## src/rtl/mdio_frame_pkg.sv

```systemverilog
`default_nettype none
// +------------------------------------------------------------------------+
// | Module   : mdio_frame_pkg                                              |
// | Purpose  : Shared MDIO frame constants, opcodes and FSM state encoding |
// | Contents : C_PREAMBLE_LEN, C_OP_READ, C_OP_WRITE, state_t, field_last  |
// | Revision : 1.0 - initial release                                       |
// +------------------------------------------------------------------------+
package mdio_frame_pkg;

    localparam int unsigned C_PREAMBLE_LEN = 32;
    localparam logic [1:0]  C_OP_READ      = 2'b10;
    localparam logic [1:0]  C_OP_WRITE     = 2'b01;

    typedef enum logic [3:0] {
        S_IDLE  = 4'd0,
        S_ST    = 4'd1,
        S_OP    = 4'd2,
        S_PHYAD = 4'd3,
        S_REGAD = 4'd4,
        S_TA    = 4'd5,
        S_DATA  = 4'd6,
        S_WACK  = 4'd7
    } state_t;

    // Index of the last bit of the multi-bit field handled in a given state.
    function automatic logic [3:0] field_last(input state_t s);
        case (s)
            S_OP, S_TA:       field_last = 4'd1;
            S_PHYAD, S_REGAD: field_last = 4'd4;
            S_DATA:           field_last = 4'd15;
            default:          field_last = 4'd0;
        endcase
    endfunction

endpackage
`default_nettype wire

```

## src/rtl/mdio_frame.sv

```systemverilog
`default_nettype none
// +------------------------------------------------------------------------+
// | Module   : mdio_frame                                                  |
// | Purpose  : MDIO (clause 22) slave frame decoder bridging to a simple   |
// |            register bus. Answers frames addressed to PHY_ADDR.         |
// | Ports    : clk, rst_n      - clock, async active-low reset             |
// |            ce, mdi         - MDC rising-edge strobe and sampled MDIO   |
// |            mdo, mdo_valid  - MDIO drive value and output enable        |
// |            reg_stb/we/addr/wdata - register bus request (held to ack)  |
// |            reg_ack/err/rdata     - register bus completion             |
// | Revision : 1.0 - initial release                                       |
// +------------------------------------------------------------------------+
module mdio_frame
    import mdio_frame_pkg::*;
#(
    parameter logic [4:0] PHY_ADDR = 5'h00
) (
    input  logic        clk,
    input  logic        rst_n,
    input  logic        ce,
    input  logic        mdi,
    output logic        mdo,
    output logic        mdo_valid,
    output logic        reg_stb,
    output logic        reg_we,
    output logic [4:0]  reg_addr,
    output logic [15:0] reg_wdata,
    input  logic        reg_ack,
    input  logic        reg_err,
    input  logic [15:0] reg_rdata
);

    state_t      r_state;
    state_t      w_state_nxt;
    logic [5:0]  r_pre_cnt;
    logic [3:0]  r_bit_cnt;
    logic [15:0] r_shreg;      // address/opcode capture, write data in, read data out
    logic        r_rd;
    logic        r_data_ok;    // good read data sits in r_shreg
    logic        r_stb;
    logic        r_we;
    logic [4:0]  r_addr;
    logic        r_mdo;
    logic        r_mdo_valid;

    logic        w_last;
    logic        w_in_field;
    logic        w_pre_full;
    logic        w_op_ok;
    logic        w_ack;
    logic [15:0] w_word;

    assign w_last     = (r_bit_cnt == field_last(r_state));
    assign w_in_field = (r_state == S_OP) || (r_state == S_PHYAD) || (r_state == S_REGAD) ||
                        (r_state == S_TA) || (r_state == S_DATA);
    assign w_pre_full = (r_pre_cnt == 6'(C_PREAMBLE_LEN));
    assign w_word     = {r_shreg[14:0], mdi};
    assign w_op_ok    = (w_word[1:0] == C_OP_READ) || (w_word[1:0] == C_OP_WRITE);
    // An ack without an outstanding request is meaningless and is dropped.
    assign w_ack      = r_stb & reg_ack;

    always_ff @(posedge clk or negedge rst_n) begin
        if (!rst_n) begin
            r_state <= S_IDLE;
        end else begin
            r_state <= w_state_nxt;
        end
    end

    always_comb begin
        w_state_nxt = r_state;
        case (r_state)
            S_IDLE:  if (ce && !mdi && w_pre_full) w_state_nxt = S_ST;
            S_ST:    if (ce) w_state_nxt = mdi ? S_OP : S_IDLE;
            S_OP:    if (ce && w_last) w_state_nxt = w_op_ok ? S_PHYAD : S_IDLE;
            S_PHYAD: if (ce && w_last) w_state_nxt = (w_word[4:0] == PHY_ADDR) ? S_REGAD : S_IDLE;
            // A stale request (late ack after an aborted read) still pending
            // here would make a second outstanding request, so drop the frame.
            S_REGAD: if (ce && w_last) w_state_nxt = r_stb ? S_IDLE : S_TA;
            S_TA:    if (ce && w_last) w_state_nxt = (r_rd && !r_data_ok) ? S_IDLE : S_DATA;
            S_DATA:  if (ce && w_last) w_state_nxt = r_rd ? S_IDLE : S_WACK;
            S_WACK:  if (w_ack) w_state_nxt = S_IDLE;
            default: w_state_nxt = S_IDLE;
        endcase
    end

    always_ff @(posedge clk or negedge rst_n) begin
        if (!rst_n) begin
            r_pre_cnt   <= '0;
            r_bit_cnt   <= '0;
            r_shreg     <= '0;
            r_rd        <= 1'b0;
            r_data_ok   <= 1'b0;
            r_stb       <= 1'b0;
            r_we        <= 1'b0;
            r_addr      <= '0;
            r_mdo       <= 1'b0;
            r_mdo_valid <= 1'b0;
        end else begin
            if (w_ack) r_stb <= 1'b0;
            // Leaving IDLE always restarts preamble counting from zero.
            if (r_state != S_IDLE) r_pre_cnt <= '0;
            if (r_state == S_IDLE) r_data_ok <= 1'b0;
            // Read data is only accepted while its own frame waits in TA.
            if (r_state == S_TA && w_ack && !reg_err) begin
                r_shreg   <= reg_rdata;
                r_data_ok <= 1'b1;
            end

            if (ce) begin
                if (w_in_field) r_bit_cnt <= w_last ? 4'd0 : r_bit_cnt + 4'd1;
                case (r_state)
                    S_IDLE: begin
                        if (mdi) begin
                            if (!w_pre_full) r_pre_cnt <= r_pre_cnt + 6'd1;
                        end else if (!w_pre_full) begin
                            r_pre_cnt <= '0;
                        end
                    end
                    S_OP: begin
                        r_shreg <= w_word;
                        if (w_last) r_rd <= (w_word[1:0] == C_OP_READ);
                    end
                    S_PHYAD: r_shreg <= w_word;
                    S_REGAD: begin
                        r_shreg <= w_word;
                        if (w_last && !r_stb) begin
                            r_addr <= w_word[4:0];
                            if (r_rd) begin
                                r_stb <= 1'b1;
                                r_we  <= 1'b0;
                            end
                        end
                    end
                    S_TA: begin
                        if (r_rd) begin
                            if (!w_last) begin
                                // Second TA bit is driven low only if data is ready.
                                r_mdo_valid <= r_data_ok;
                                r_mdo       <= 1'b0;
                            end else if (r_data_ok) begin
                                r_mdo_valid <= 1'b1;
                                r_mdo       <= r_shreg[15];
                                r_shreg     <= {r_shreg[14:0], 1'b0};
                            end else begin
                                r_mdo_valid <= 1'b0;
                                r_mdo       <= 1'b0;
                            end
                        end
                    end
                    S_DATA: begin
                        if (r_rd) begin
                            if (w_last) begin
                                r_mdo_valid <= 1'b0;
                                r_mdo       <= 1'b0;
                            end else begin
                                r_mdo   <= r_shreg[15];
                                r_shreg <= {r_shreg[14:0], 1'b0};
                            end
                        end else begin
                            r_shreg <= w_word;
                            if (w_last) begin
                                r_stb <= 1'b1;
                                r_we  <= 1'b1;
                            end
                        end
                    end
                    default: ;
                endcase
            end
        end
    end

    assign mdo       = r_mdo;
    assign mdo_valid = r_mdo_valid;
    assign reg_stb   = r_stb;
    assign reg_we    = r_we;
    assign reg_addr  = r_addr;
    assign reg_wdata = r_shreg;

endmodule
`default_nettype wire

```

## config.mk

```make
export PLATFORM = sky130hd
export DESIGN_NAME = mdio_frame
export DESIGN_NICKNAME = d
export VERILOG_FILES = /design/src/rtl/mdio_frame_pkg.sv /design/src/rtl/mdio_frame.sv
export SDC_FILE = /design/constraint.sdc
export NUM_CORES = 1
export LEC_CHECK = 0
export BUFFER_PORTS_ARGS = -buffer_cell sky130_fd_sc_hd__buf_4
export CAP_MARGIN = 10
export CORE_ASPECT_RATIO = 1.2
export CORE_UTILIZATION = 59
export DETAILED_ROUTE_END_ITERATION = 8
export PLACE_DENSITY_LB_ADDON = 0.05
export SETUP_SLACK_MARGIN = 0.15
export SLEW_MARGIN = 40
export SYNTH_ARGS = -nofsm -noshare
export SYNTH_HDL_FRONTEND = slang
export SYNTH_SLANG_ARGS = --single-unit
```

## constraint.sdc

```tcl
create_clock -name clk -period 4.35 [get_ports clk]
set_input_delay 0.2175 -clock clk [delete_from_list [all_inputs] [get_ports clk]]
set_output_delay 0.2175 -clock clk [all_outputs]
set_load 0.03 [all_outputs]
```

==> impl_metrics.toml <==
[global_route]
grt_max_degree = 41
track_usage = 0.244
busiest_layer = "met2"
grt_overflow = 0
grt_pass1_vias = 1743
met2_usage = 0.398
antenna_found_initial = 0
met3_usage = 0.0578
use_met1 = 0.310
grt_pass1_wl_um = 7900

[placement]
hpwl_um = 3470
port_buffers = 46
gp_congestion = 0.866
dp_cells = 314
post_dp_cell_area_sq_mm = 0.00275

[detailed_routing]
drcViolationCount = 0
avgRoutedWirePerCell_um = 15.2
drt_iter0_markers = 88
drt-total-wl_um = 4890
vias_per_cell = 5.74
drt-pass1-iter-count = 4
vias = 1848
antenna_left = 0

[sta]
setup_viol = 0
clock.fmax_ghz = 0.337
worstMarginPinSlew_ns = 0.581
finalClockSkew_ns = 0.00467
layout_worst_path_cycle_share = 0.682
finalHoldViolations = 0
setup_tns_ns = 0
slew_headroom = 0.613
rsz0062_at_grt = "no"
finalCriticalPeriod_ns = 2.97
slew_viol_final = 0

[critical_path]
critical_path_depth = 7
r2r_slack_ns = 1.38
endpoint_kind = "flip-flop"
rr_startpoint = "r_state[2]$_DFFE_PN0P_"
path_cells = "inv_1, a211oi_4, xor2_1, a41oi_1, a311oi_4, buf_4, mux2_4"
critPathMaxStageDelay_ns = 0.68
reg2reg_depth = 7
crit_fanout = 19
cp_data_arrival_time_ns = 3.15
cp.required_ns = 4.53
critical_path.n_buffers_inverters = 2
cp_top_family = "compound AO/OA/AOI/OAI gates"
r2r_end = "reg_wdata[10]$_DFF_PN0_"
criticalPathCategory = "flip-flop to flip-flop"
cpMaxStageDelayCell = "dfrtp_1"
crit_path_start_kind = "flip-flop"

[min_path]
holdPathEnd = "reg_stb$_DFF_PN0_"
whs_path_depth = 2
hold_class = "input port to flip-flop"
min_from = "reg_ack"

[synthesis]
synthXorXnorAreaFrac = 0.0251
synth-seq-cells = 40
synth_area_leaders = "dfrtp_1, mux2_2, mux2_4"
avgSynthCellArea_sq_um = 10.7
async_flop_share = 1.00
syn_area_sq_mm = 0.00239
yosys-mux-area-fraction = 0.194
yosys.area_share.adder = 0.0261
yosys.area_share.simple = 0.153
synth_top_family_by_area = "multiplexers"
ys_types = 51
yosysWarnings = 0
synth_compound_area_frac = 0.142
synth_top_area_frac = 0.418
ys_top_cells_by_count = "dfrtp_1, mux2_2, nand2_1"
synth_edf_count = 0
synth_fp_nets = 251
postSynthCellCount = 224
yosysSeqAreaShare = 0.418
synth_top_area_cell = "dfrtp_1"
ys.flop_type = "dfrtp_1"
synth_most_common_cell = "dfrtp_1"

[die]
core_area_sq_mm = 0.00391
die_area_sq_mm = 0.00432
dieWidth_um = 60.2
start_util = 0.612
row_count = 25
die_y_um = 71.8
num_io_pins = 47

[clock_tree]
cts_buffer_depth = 2
cts_resized = 0
cts_inserted_buffers = 5
htreeDepth = 2
clk_pin_slew_ns = 0.08
root_buffer = "clkbuf_8"
tritoncts = "yes"
clock_latency_ns = 0.29
cts_sinks = 40

[outcome]
status = "finished, final reports clean"

[final_layout]
final_area_sq_mm = 0.00284
layoutNonFillerInstCount = 322
drive_gt1_frac = 0.369
fillerInstances = 296
num-nets-final = 295
regArea_sq_mm = 0.00100
multi_input_area_sq_mm = 0.00129
syn_to_final_growth_pct = 18.7
antenna_cells = 0

[power_and_ir_drop]
finalPower_uw = 1710
leakage_uw = 0.00134
vdd_drop_max_mv = 0.346
cellPowerDensity_mw_per_mm2 = 601

[flow_run]
max-cap-violations = 0
[state kept, by name (all words and copies together), names as in the netlist]
signal / count
r_data_ok: 1
r_state: 3
r_rd: 1
reg_we: 1
reg_addr: 5
reg_stb: 1
mdo: 1
r_pre_cnt: 6
mdo_valid: 1
reg_wdata: 16
r_bit_cnt: 4
[power by group]
group	internal (uW)	switching [uW]
clock	109	126
combinational	377	481
sequential	467	149
[kinds of logic after synthesis]
logic type / count (synthesis)
AND/OR/NAND/NOR: 66
AO/OA/AOI/OAI: 47
flip-flops: 40
multiplexers: 39
buffers and inverters: 21
XOR/XNOR: 6
adder cells (fa/ha/maj): 5
[area by class of cell]
type	count	share of cell area
inverter	9	0.0119
clock inverter	1	0.00176
timing repair buffer	49	0.130
multi-input combinational	163	0.454
tap	54	0.0238
clock buffer	6	0.0255
sequential	40	0.352
[metrics by stage]
stage	hold WS, ns	worst slack (ns)	utilization
floorplan	-0.0781	1.95	-
global placement	0.223	1.32	0.702
detailed placement	0.225	1.44	0.704
CTS	0.110	1.40	0.727
global route	0.114	1.19	0.727
finish	0.119	1.38	0.727
[worst max-delay path by stage]
stage	start	endpoint	slack (ns)
2_1_floorplan	r_state[1]$_DFFE_PN0P_	reg_wdata[10]$_DFF_PN0_	1.95
3_3_place_gp	r_state[2]$_DFFE_PN0P_	reg_wdata[6]$_DFF_PN0_	1.32
3_5_place_dp	r_state[2]$_DFFE_PN0P_	reg_wdata[10]$_DFF_PN0_	1.44
4_1_cts	r_state[2]$_DFFE_PN0P_	reg_wdata[10]$_DFF_PN0_	1.40
5_1_grt	r_state[2]$_DFFE_PN0P_	reg_wdata[9]$_DFF_PN0_	1.19
6_report	r_state[2]$_DFFE_PN0P_	reg_wdata[10]$_DFF_PN0_	1.38
[worst reg2reg max path, delay by kind of cell (launching register included)]
family | cells | cell delay [ns]
AOI/OAI and AO/OA | 3 | 1.06
xor gates and xnor gates | 1 | 0.22
buffers and inverters | 2 | 0.59
DFF | 1 | 0.68
muxes | 1 | 0.32
[per-layer routing]
layer / part of all wire / routed length, um
met5: 0 / 0
met4: 0.016 / 78
met3: 0.043 / 212
met2: 0.50 / 2450
met1: 0.44 / 2150
[cells in the final DEF (no fill, tap or decap), types with 2 or more instances in the layout]
| cell type | instances |
|---|---|
| xor2_1 | 4 |
| a22o_1 | 3 |
| buf_4 | 48 |
| mux2_4 | 8 |
| o32ai_1 | 2 |
| nor3b_1 | 2 |
| ha_1 | 5 |
| mux2_2 | 27 |
| nand3_1 | 5 |
| mux2i_1 | 4 |
| or4_1 | 2 |
| o21ai_0 | 10 |
| a41oi_1 | 2 |
| dfrtp_1 | 40 |
| a31oi_1 | 2 |
| a211oi_1 | 3 |
| a21o_1 | 3 |
| inv_1 | 9 |
| a21oi_1 | 12 |
| nand2b_1 | 3 |
| clkbuf_8 | 5 |
| o21bai_1 | 2 |
| nor4b_1 | 2 |
| nor2_1 | 16 |
| nor3_1 | 5 |
| nand2_1 | 19 |
[what timing repair did]
action	in CTS	in global routing
hold buffers	1	0
endpoints found under the hold margin	40	0
setup buffers	0	0
No activity file was read; power rests on OpenSTA's default activity.
